===== src/rtl/hazard_control_unit_if.sv =====
// hazard_control_unit_if: ID-stage hazard controller bus
// master: pipeline side, drives IF/ID fields and branch_taken, observes controls and counters
// slave: hazard controller side, drives control_sel, write enables, flushes and event counters
interface hazard_control_unit_if #(parameter int CNT_W = 16);
  logic [6:0] id_opcode;
  logic [4:0] id_rs1;
  logic [4:0] id_rs2;
  logic [4:0] id_rd;
  logic branch_taken;
  logic control_sel;
  logic pc_write;
  logic if_id_write;
  logic if_id_flush;
  logic ex_mem_flush;
  logic [CNT_W-1:0] stall_count;
  logic [CNT_W-1:0] flush_count;
  modport master (
    output id_opcode, id_rs1, id_rs2, id_rd, branch_taken,
    input control_sel, pc_write, if_id_write, if_id_flush, ex_mem_flush, stall_count, flush_count
  );
  modport slave (
    input id_opcode, id_rs1, id_rs2, id_rd, branch_taken,
    output control_sel, pc_write, if_id_write, if_id_flush, ex_mem_flush, stall_count, flush_count
  );
endinterface


===== src/rtl/hazard_control_unit.sv =====
// hazard_control_unit: load-use stall and taken-branch flush control for the 5-stage core
// clk: core clock; reset_n: synchronous active-low reset
// hz.id_*: IF/ID instruction fields; hz.branch_taken: PC target load from EX/MEM
// hz.control_sel/pc_write/if_id_write/if_id_flush/ex_mem_flush: pipeline controls
// hz.stall_count/flush_count: saturating debug event counters
module hazard_control_unit #(parameter int CNT_W = 16) (
  input logic clk,
  input logic reset_n,
  hazard_control_unit_if.slave hz
);
  typedef enum logic [1:0] {RUN = 2'b00, STALL = 2'b01, FLUSH = 2'b10} state_t;
  state_t state, state_nx;
  logic [4:0] ex_rd;
  logic ex_is_load;
  logic is_load, uses_rs1, uses_rs2, load_use, stall_ev, bubble;
  logic [CNT_W-1:0] stall_cnt, flush_cnt;
  always_comb begin
    is_load = hz.id_opcode == 7'b0000011;
    uses_rs1 = hz.id_opcode inside {7'b0010011, 7'b0110011, 7'b0000011, 7'b0100011, 7'b1100011};
    uses_rs2 = hz.id_opcode inside {7'b0110011, 7'b0100011, 7'b1100011};
    // ex_rd of x0 never matches, so writes to x0 cannot stall
    load_use = ex_is_load && ex_rd != 5'd0 &&
               ((uses_rs1 && ex_rd == hz.id_rs1) || (uses_rs2 && ex_rd == hz.id_rs2));
    stall_ev = load_use && !hz.branch_taken;
    bubble = hz.branch_taken || load_use;
    hz.control_sel = bubble;
    hz.pc_write = !stall_ev;
    hz.if_id_write = !stall_ev;
    hz.if_id_flush = hz.branch_taken;
    hz.ex_mem_flush = hz.branch_taken;
    state_nx = hz.branch_taken ? FLUSH : (state == RUN && load_use) ? STALL : RUN;
  end
  always_ff @(posedge clk) begin
    if (!reset_n) begin
      state <= RUN;
      ex_rd <= 5'd0;
      ex_is_load <= 1'b0;
      stall_cnt <= '0;
      flush_cnt <= '0;
    end else begin
      state <= state_nx;
      // a bubble or flush means nothing valid enters ID/EX
      ex_rd <= bubble ? 5'd0 : hz.id_rd;
      ex_is_load <= !bubble && is_load;
      if (stall_ev && !(&stall_cnt)) stall_cnt <= stall_cnt + 1'b1;
      if (hz.branch_taken && !(&flush_cnt)) flush_cnt <= flush_cnt + 1'b1;
    end
  end
  assign hz.stall_count = stall_cnt;
  assign hz.flush_count = flush_cnt;
endmodule

===== src/flat_wrapper.sv =====
// flat-port wrapper written by rule: the top's interface ports become plain ports
module hazard_control_unit_flat 
#(parameter int CNT_W = 16)
  (clk, reset_n, hz_id_opcode, hz_id_rs1, hz_id_rs2, hz_id_rd, hz_branch_taken, hz_control_sel, hz_pc_write, hz_if_id_write, hz_if_id_flush, hz_ex_mem_flush, hz_stall_count, hz_flush_count);
  hazard_control_unit_if #(.CNT_W(CNT_W)) hz_i ();
  input logic clk;
  input logic reset_n;
  input wire logic [$bits(hz_i.id_opcode)-1:0] hz_id_opcode;
  input wire logic [$bits(hz_i.id_rs1)-1:0] hz_id_rs1;
  input wire logic [$bits(hz_i.id_rs2)-1:0] hz_id_rs2;
  input wire logic [$bits(hz_i.id_rd)-1:0] hz_id_rd;
  input wire logic [$bits(hz_i.branch_taken)-1:0] hz_branch_taken;
  output wire logic [$bits(hz_i.control_sel)-1:0] hz_control_sel;
  output wire logic [$bits(hz_i.pc_write)-1:0] hz_pc_write;
  output wire logic [$bits(hz_i.if_id_write)-1:0] hz_if_id_write;
  output wire logic [$bits(hz_i.if_id_flush)-1:0] hz_if_id_flush;
  output wire logic [$bits(hz_i.ex_mem_flush)-1:0] hz_ex_mem_flush;
  output wire logic [$bits(hz_i.stall_count)-1:0] hz_stall_count;
  output wire logic [$bits(hz_i.flush_count)-1:0] hz_flush_count;
  assign hz_i.id_opcode = hz_id_opcode;
  assign hz_i.id_rs1 = hz_id_rs1;
  assign hz_i.id_rs2 = hz_id_rs2;
  assign hz_i.id_rd = hz_id_rd;
  assign hz_i.branch_taken = hz_branch_taken;
  assign hz_control_sel = hz_i.control_sel;
  assign hz_pc_write = hz_i.pc_write;
  assign hz_if_id_write = hz_i.if_id_write;
  assign hz_if_id_flush = hz_i.if_id_flush;
  assign hz_ex_mem_flush = hz_i.ex_mem_flush;
  assign hz_stall_count = hz_i.stall_count;
  assign hz_flush_count = hz_i.flush_count;
  hazard_control_unit #(.CNT_W(CNT_W)) u_core (.clk(clk), .reset_n(reset_n), .hz(hz_i));
endmodule

===== config.mk =====
export PLATFORM = sky130hd
export DESIGN_NAME = hazard_control_unit_flat
export DESIGN_NICKNAME = d
export VERILOG_FILES = /design/src/rtl/hazard_control_unit_if.sv /design/src/rtl/hazard_control_unit.sv /design/src/flat_wrapper.sv
export SDC_FILE = /design/constraint.sdc
export NUM_CORES = 1
export LEC_CHECK = 0
export ABC_AREA = 1
export BUFFER_PORTS_ARGS = -buffer_cell sky130_fd_sc_hd__buf_2
export CORE_UTILIZATION = 50
export CTS_CLUSTER_SIZE = 25
export DETAILED_ROUTE_END_ITERATION = 6
export HOLD_SLACK_MARGIN = 0.05
export PLACE_DENSITY = 0.8
export SETUP_SLACK_MARGIN = 0.3
export SLEW_MARGIN = 20
export SYNTH_ARGS = -nofsm -noshare
export SYNTH_HDL_FRONTEND = slang
export SYNTH_SLANG_ARGS = --single-unit

===== constraint.sdc =====
create_clock -name clk -period 1.7 [get_ports clk]
set_input_delay 0.17 -clock clk [delete_from_list [all_inputs] [get_ports clk]]
set_output_delay 0.17 -clock clk [all_outputs]
set_load 0.01 [all_outputs]

==> impl_metrics.toml, run 1 <==
[outcome]
status = "finished clean"

[timing]
hold_slack_ns = 0.08652
max_freq_mhz = 635.0
rsz0062_at_grt = "yes"
timing.slew.headroom_pct = 65.97
drv_slew = 0
fin_crit_sh_pct = 92.63
worst_slew_pin_slew_ns = 0.5105
tns_ns = 0
setup_viol = 0
fin_crit_ns = 1.575
finalClockSkew_ns = 0.005853
hold_violations = 0

[logic_synthesis]
ys_top_cells_by_area = "dfxtp_1, nand2_1, nor2_1, inv_1, nand3_1"
synthesis.nets = 385
ys_types = 30
synth-compound-area-share_pct = 6.959
synthSimpleGateAreaFrac_pct = 44.38
ys_top_cells_by_count = "nand2_1, nor2_1, inv_1, dfxtp_1, nand3_1"
synthFlopType = "dfxtp_1"
synth.avg_cell_area_um2 = 6.127
synthAdderAreaFrac_pct = 1.141
synth_warnings = 0
ys_async_sr_fraction_pct = 0
synth_top_area_cell = "dfxtp_1"
synth-xor-area-share_pct = 0.7986
synth_mux_area_share_pct = 0
synthCells = 358
yosysMostFrequentCell = "nand2_1"
synth.top_cell.area_share_pct = 34.68
synth_top_family_by_area = "simple AND/OR/NAND/NOR gates"
netlist_area_mm2 = 0.002193
synth-edff-count = 0
synth-seq-cells = 38
ys_seq_area_share_pct = 34.68

[routing]
drtIter0Drc = 142
vias = 2458
detail-route-antenna-nets = 0
dr.pass1.iters = 4
drc_errors = 0
wirelength_um = 6134
viasPerCell = 4.986
wire_per_inst_um = 12.44

[clocking]
cts_tree = "yes"
clock_path_buffers = 2
clock-root-buffer = "clkbuf_8"
clock_sinks = 38
cts_made_buffers = 5
clock_latency_ns = 0.29
htree_num_levels = 2
clk_pin_slew_ns = 0.07

[grt]
grt_max_degree = 24
grt.met3_usage_pct = 6.000
grt-busiest-layer = "met2"
gr-total-overflow = 0
antenna_found_initial = 0
use_met1_pct = 27.98
met2_usage_pct = 43.01
grt_pass1_vias = 2017
grtUsageTotal_pct = 24.32
grt_pass1_wl_um = 8480

[cells_and_area]
diodes = 0
drive_above_1_share_pct = 41.31
syn_to_final_growth_pct = 43.53
final_nets = 471

[floorplan]
core_mm2 = 0.004115
row_count = 23
fp.dieArea_mm2 = 0.004655
chipWidth_um = 68.23
initial_core_util_pct = 53.30
top_level_ports = 62
fp.dieH_um = 68.23

[pwr]
p_leak_uw = 0.001503
ir_worst_vdd_mv = 0.6397
power_density_mw_per_mm2 = 542.5

[setup_path]
cp_max_fo = 8
criticalPathCategory = "register to register"
required_ns = 1.87
startpoint_type = "register"
arrival_ns = 1.75
endpoint_kind = "register"

[run]
cap_violations = 0

[place]
gp_congestion = 0.8239
place_hpwl_um = 3619
portBuffers = 61

[hold_path]
hp-class = "input port to register"
==> power breakdown <==
part	total [µW]	internal, µW	switching [µW]	leakage [µW]
sequential	904	892	11.6	0.000319
clock	628	313	315	0.0000431
combinational	176	74.2	102	0.00114
total	1710	1280	428	0.00150
==> routing by layer <==
metal | share of wire [%] | vias up
li1 | - | 1280
met1 | 43 | 1092
met2 | 49 | 72
met3 | 5.5 | 14
met4 | 2.7 | 0
met5 | 0 | -
==> critical path: stages, from the launching register on <==
cell	delay [ns]
dfxtp_1	0.35
inv_1	0.10
nor3_1	0.27
nand3_2	0.15
nand2_4	0.20
buf_6	0.15
o21ai_2	0.06
nor3b_2	0.16
==> worst paths after layout <==
kind | slack (ns) | cells past startpoint | end | from
worst min register to register | 0.46 | 1 | u_core.hz.flush_count[4] | u_core.hz.flush_count[4]
worst max-delay path | 0.13 | 7 | u_core.hz.flush_count[11] | u_core.hz.flush_count[9]
worst min-delay path | 0.09 | 3 | u_core.ex_rd[2] | hz_id_rd[2]
worst max register to register | 0.13 | 7 | u_core.hz.flush_count[11] | u_core.hz.flush_count[9]
==> cells by family (layout without fill, tap and decap cells) <==
group,count (synthesis),in the layout
compound gates,29,29
xor+xnor,2,2
fa+ha+maj,2,2
buf+inv,66,151
flops,38,38
simple gates,221,221
==> registers in the layout (all words and copies together) (netlist names) <==
signal                 count
u_core.ex_rd               5
u_core.hz.flush_count     16
u_core.ex_is_load          1
u_core.hz.stall_count     16
==> final cells by class <==
cell class	count	area, µm²
timing repair buffer	86	524.3
sequential	38	804.5
tap	50	62.56
fill	324	967.2
clock buffer	6	82.58
inverter	59	229.0
multi-input combinational	254	1445
==> cells in the final DEF, fill, tap and decap left out, drive strengths merged, types with 2 or more instances in the layout <==
cell type  count
o21ai         14
nand3         19
inv           59
nor3          11
a31oi          2
a21oi         11
ha             2
clkbuf         6
buf           86
nand4         11
dfxtp         38
nand2        103
nor2          74
==> stage by stage <==
stage          setup slack (ns)  area [µm²]  cells  util, %  power (µW)
3_5_place_dp             0.1005        2576    467    62.60        1069
4_1_cts                  0.1488        2839    482    68.99        1689
6_report                 0.1253        3148    493    76.50        1708
5_1_grt                 0.05743        3148    493    76.50        1772
3_3_place_gp             0.1314        2576    467    62.60        1067
2_1_floorplan            0.3100        2217    358        -        1019
==> what timing repair did <==
item,in CTS,in global routing
hold buffers,0,0
setup buffers,9,11
pin swaps,15,31
setup endpoints to repair,37,41
gates cloned,0,0
resized for setup,37,77
Note: power is estimated with default switching activity, not from simulation.
==> run 2, diff against run 1 <==
--- a/config.mk
+++ b/config.mk
@@ -5,13 +5,14 @@
 export SDC_FILE = /design/constraint.sdc
 export NUM_CORES = 1
 export LEC_CHECK = 0
-export ABC_AREA = 1
 export BUFFER_PORTS_ARGS = -buffer_cell sky130_fd_sc_hd__buf_2
-export CORE_UTILIZATION = 50
+export CELL_PAD_IN_SITES_DETAIL_PLACEMENT = 1
+export CELL_PAD_IN_SITES_GLOBAL_PLACEMENT = 2
+export CORE_UTILIZATION = 29
 export CTS_CLUSTER_SIZE = 25
 export DETAILED_ROUTE_END_ITERATION = 6
 export HOLD_SLACK_MARGIN = 0.05
-export PLACE_DENSITY = 0.8
+export PLACE_DENSITY = 0.82
 export SETUP_SLACK_MARGIN = 0.3
 export SLEW_MARGIN = 20
 export SYNTH_ARGS = -nofsm -noshare
==> run 2 against run 1 <==
Net effect:
- the flow now finishes with violations (design-rule violations, negative setup slack)
- synthesized area shrank 14%
- hold slack got worse by 0.027 ns
- core utilization decreased by 26 points
- critical path depth is 1 lower
- clock skew fell by 0.00075 ns
- wire length increased by 3.2%
- maximum frequency down 21%
==> impl_metrics.toml, run 2 <==
[place]
place_hpwl_um = 4356
gp_congestion = 0.7301
dp_cells = 392
post-place-ws_ns = -0.2191
portBuffers = 61

[cells_and_area]
drive_above_1_share_pct = 54.52
final_common_cell = "buf_2"
layoutNonFillerInstCount = 420
syn_to_final_growth_pct = 68.92
final_cell_mix = "buf_2, buf_4, dfxtp_1, nor2_1, nand2_1"
final_nets = 370
diodes = 0

[clocking]
clk_pin_slew_ns = 0.07
clock-root-buffer = "clkbuf_8"
cts_tree = "yes"
hold_buffers = 0
clock_sinks = 38
clock_path_buffers = 2
cts_made_buffers = 5
htree_num_levels = 2
clock_latency_ns = 0.28

[logic_synthesis]
synth-seq-cells = 38
yosysMostFrequentCell = "dfxtp_1"
synthCells = 215
ys_top_cells_by_area = "dfxtp_1, xnor2_1, xor2_1, nor2_1, nand3_1"
synthesis.nets = 242
synth_warnings = 0
ys_seq_area_share_pct = 40.29
synth_top_area_cell = "dfxtp_1"
ys_types = 40
synthFlopType = "dfxtp_1"
ys_async_sr_fraction_pct = 0
synth.avg_cell_area_um2 = 8.782
synth.top_cell.area_share_pct = 40.29
synth-edff-count = 0
ys_top_cells_by_count = "dfxtp_1, nor2_1, xnor2_1, nand2_1, nand3_1"
netlist_area_mm2 = 0.001888

[routing]
dr.pass1.iters = 6
detail-route-antenna-nets = 0
viasPerCell = 5.012
wire_per_inst_um = 15.07
vias = 2105
drtIter0Drc = 73
wirelength_um = 6329
drc_errors = 2

[floorplan]
chipWidth_um = 82.69
fp.dieArea_mm2 = 0.006838
fp.dieH_um = 82.69
initial_core_util_pct = 29.90
row_count = 29
top_level_ports = 62
core_mm2 = 0.006314

[pwr]
power_uw = 1689
power_density_mw_per_mm2 = 529.5
p_leak_uw = 0.001365
ir_worst_vdd_mv = 0.2792

[timing]
timing.slew.headroom_pct = 62.41
hold_slack_ns = 0.05987
drv_slew = 0
fin_crit_ns = 1.988
tns_ns = -4.213
worst_slew_pin_slew_ns = 0.5633
fin_crit_sh_pct = 116.9
worst_slack_ns = -0.2878
hold_violations = 0
setup_viol = 26
rsz0062_at_grt = "yes"
finalClockSkew_ns = 0.005102
max_freq_mhz = 503.1

[setup_path]
arrival_ns = 1.82
required_ns = 1.53
endpoint_kind = "primary output"
criticalPathCategory = "register to primary output"
startpoint_type = "register"
cp_max_fo = 3

[grt]
antenna_found_initial = 0
grt_pass1_vias = 2120
grtUsageTotal_pct = 19.32
grt_pass1_wl_um = 10030
gr-total-overflow = 0
grt_max_degree = 18

[outcome]
violations = "design-rule violations, negative setup slack"
status = "complete, but fails checks"

[run]
cap_violations = 0

[hold_path]
hp-class = "input port to register"
[run 2: changes by cell type in the layout (fill, tap and decap cells not counted), sizes merged, moves of 6 or more]
| cell | delta |
|---|---|
| inv | -55 |
| nor2 | -51 |
| nand2 | -88 |
| nor3 | -9 |
| or3 | +7 |
| and2 | +6 |
| xnor2 | +14 |
| buf | +41 |
| xor2 | +9 |
[run 2: critical path, cell delays in order, from the launching register on]
cell      delay (ns)
dfxtp_4         0.37
or4_4           0.53
o211a_4         0.28
nand2_4         0.09
buf_6           0.09
nand2b_1        0.04
buf_2           0.13
[run 2: cell type report]
type,count,area (µm²)
multi-input cells,167,1368
inverters,4,15.01
flip-flops and latches,38,784.5
well taps,77,96.34
repair buffers,127,849.6
fillers,750,3124
clock buffers,7,76.32
[run 2: final timing paths]
check	from	to	slack [ns]	depth (start not counted)
hold reg to reg	u_core.hz.flush_count[1]	u_core.hz.flush_count[1]	0.52	2
setup reg to reg	u_core.ex_rd[0]	u_core.ex_rd[0]	-0.22	6
setup / recovery	u_core.ex_rd[0]	hz_control_sel	-0.29	6
hold / removal	hz_id_opcode[4]	u_core.ex_is_load	0.06	2
[run 2: logic make-up (layout without fill, tap and decap cells)]
family | count (synthesis) | count (layout) | share of synthesized area [%]
DFF | 38 | 38 | 40.29
adders and majority gates | 2 | 2 | 1.325
muxes | 3 | 3 | 1.591
and+or+nand+nor | 101 | 103 | 29.95
buffers and inverters | 13 | 138 | 3.578
AOI/OAI and AO/OA | 33 | 34 | 11.66
xor gates and xnor gates | 25 | 25 | 11.60
[run 2: metrics by stage]
stage | utilization, % | cell area, µm²
floorplan | - | 2022
global placement | 43.10 | 2721
detailed placement | 43.10 | 2721
CTS | 49.19 | 3105
global route | 50.52 | 3189
finish | 50.52 | 3189
[run 2: timing repair]
item | in CTS | in global routing
pin swaps | 37 | 16
cloned | 3 | 0
gates resized for setup | 32 | 15
setup buffers | 15 | 3
setup endpoints to repair | 41 | 41
endpoints found under the hold margin | 0 | 0
[run 2: report_power, final]
| group | total (µW) | leakage, µW | internal [µW] | switching [µW] |
|---|---|---|---|---|
| clock | 588 | 0.0000383 | 283 | 305 |
| sequential | 910 | 0.000313 | 898 | 12.3 |
| combinational | 191 | 0.00101 | 97.9 | 92.8 |
[run 2: per-layer routing]
metal | global-route usage, % | share of wire, % | vias up
li1 | - | - | 1031
met1 | 21.36 | 41 | 1022
met2 | 37.79 | 54 | 48
met3 | 2.967 | 4.3 | 4
met4 | 4.828 | 0.49 | 0
met5 | 0 | 0 | -
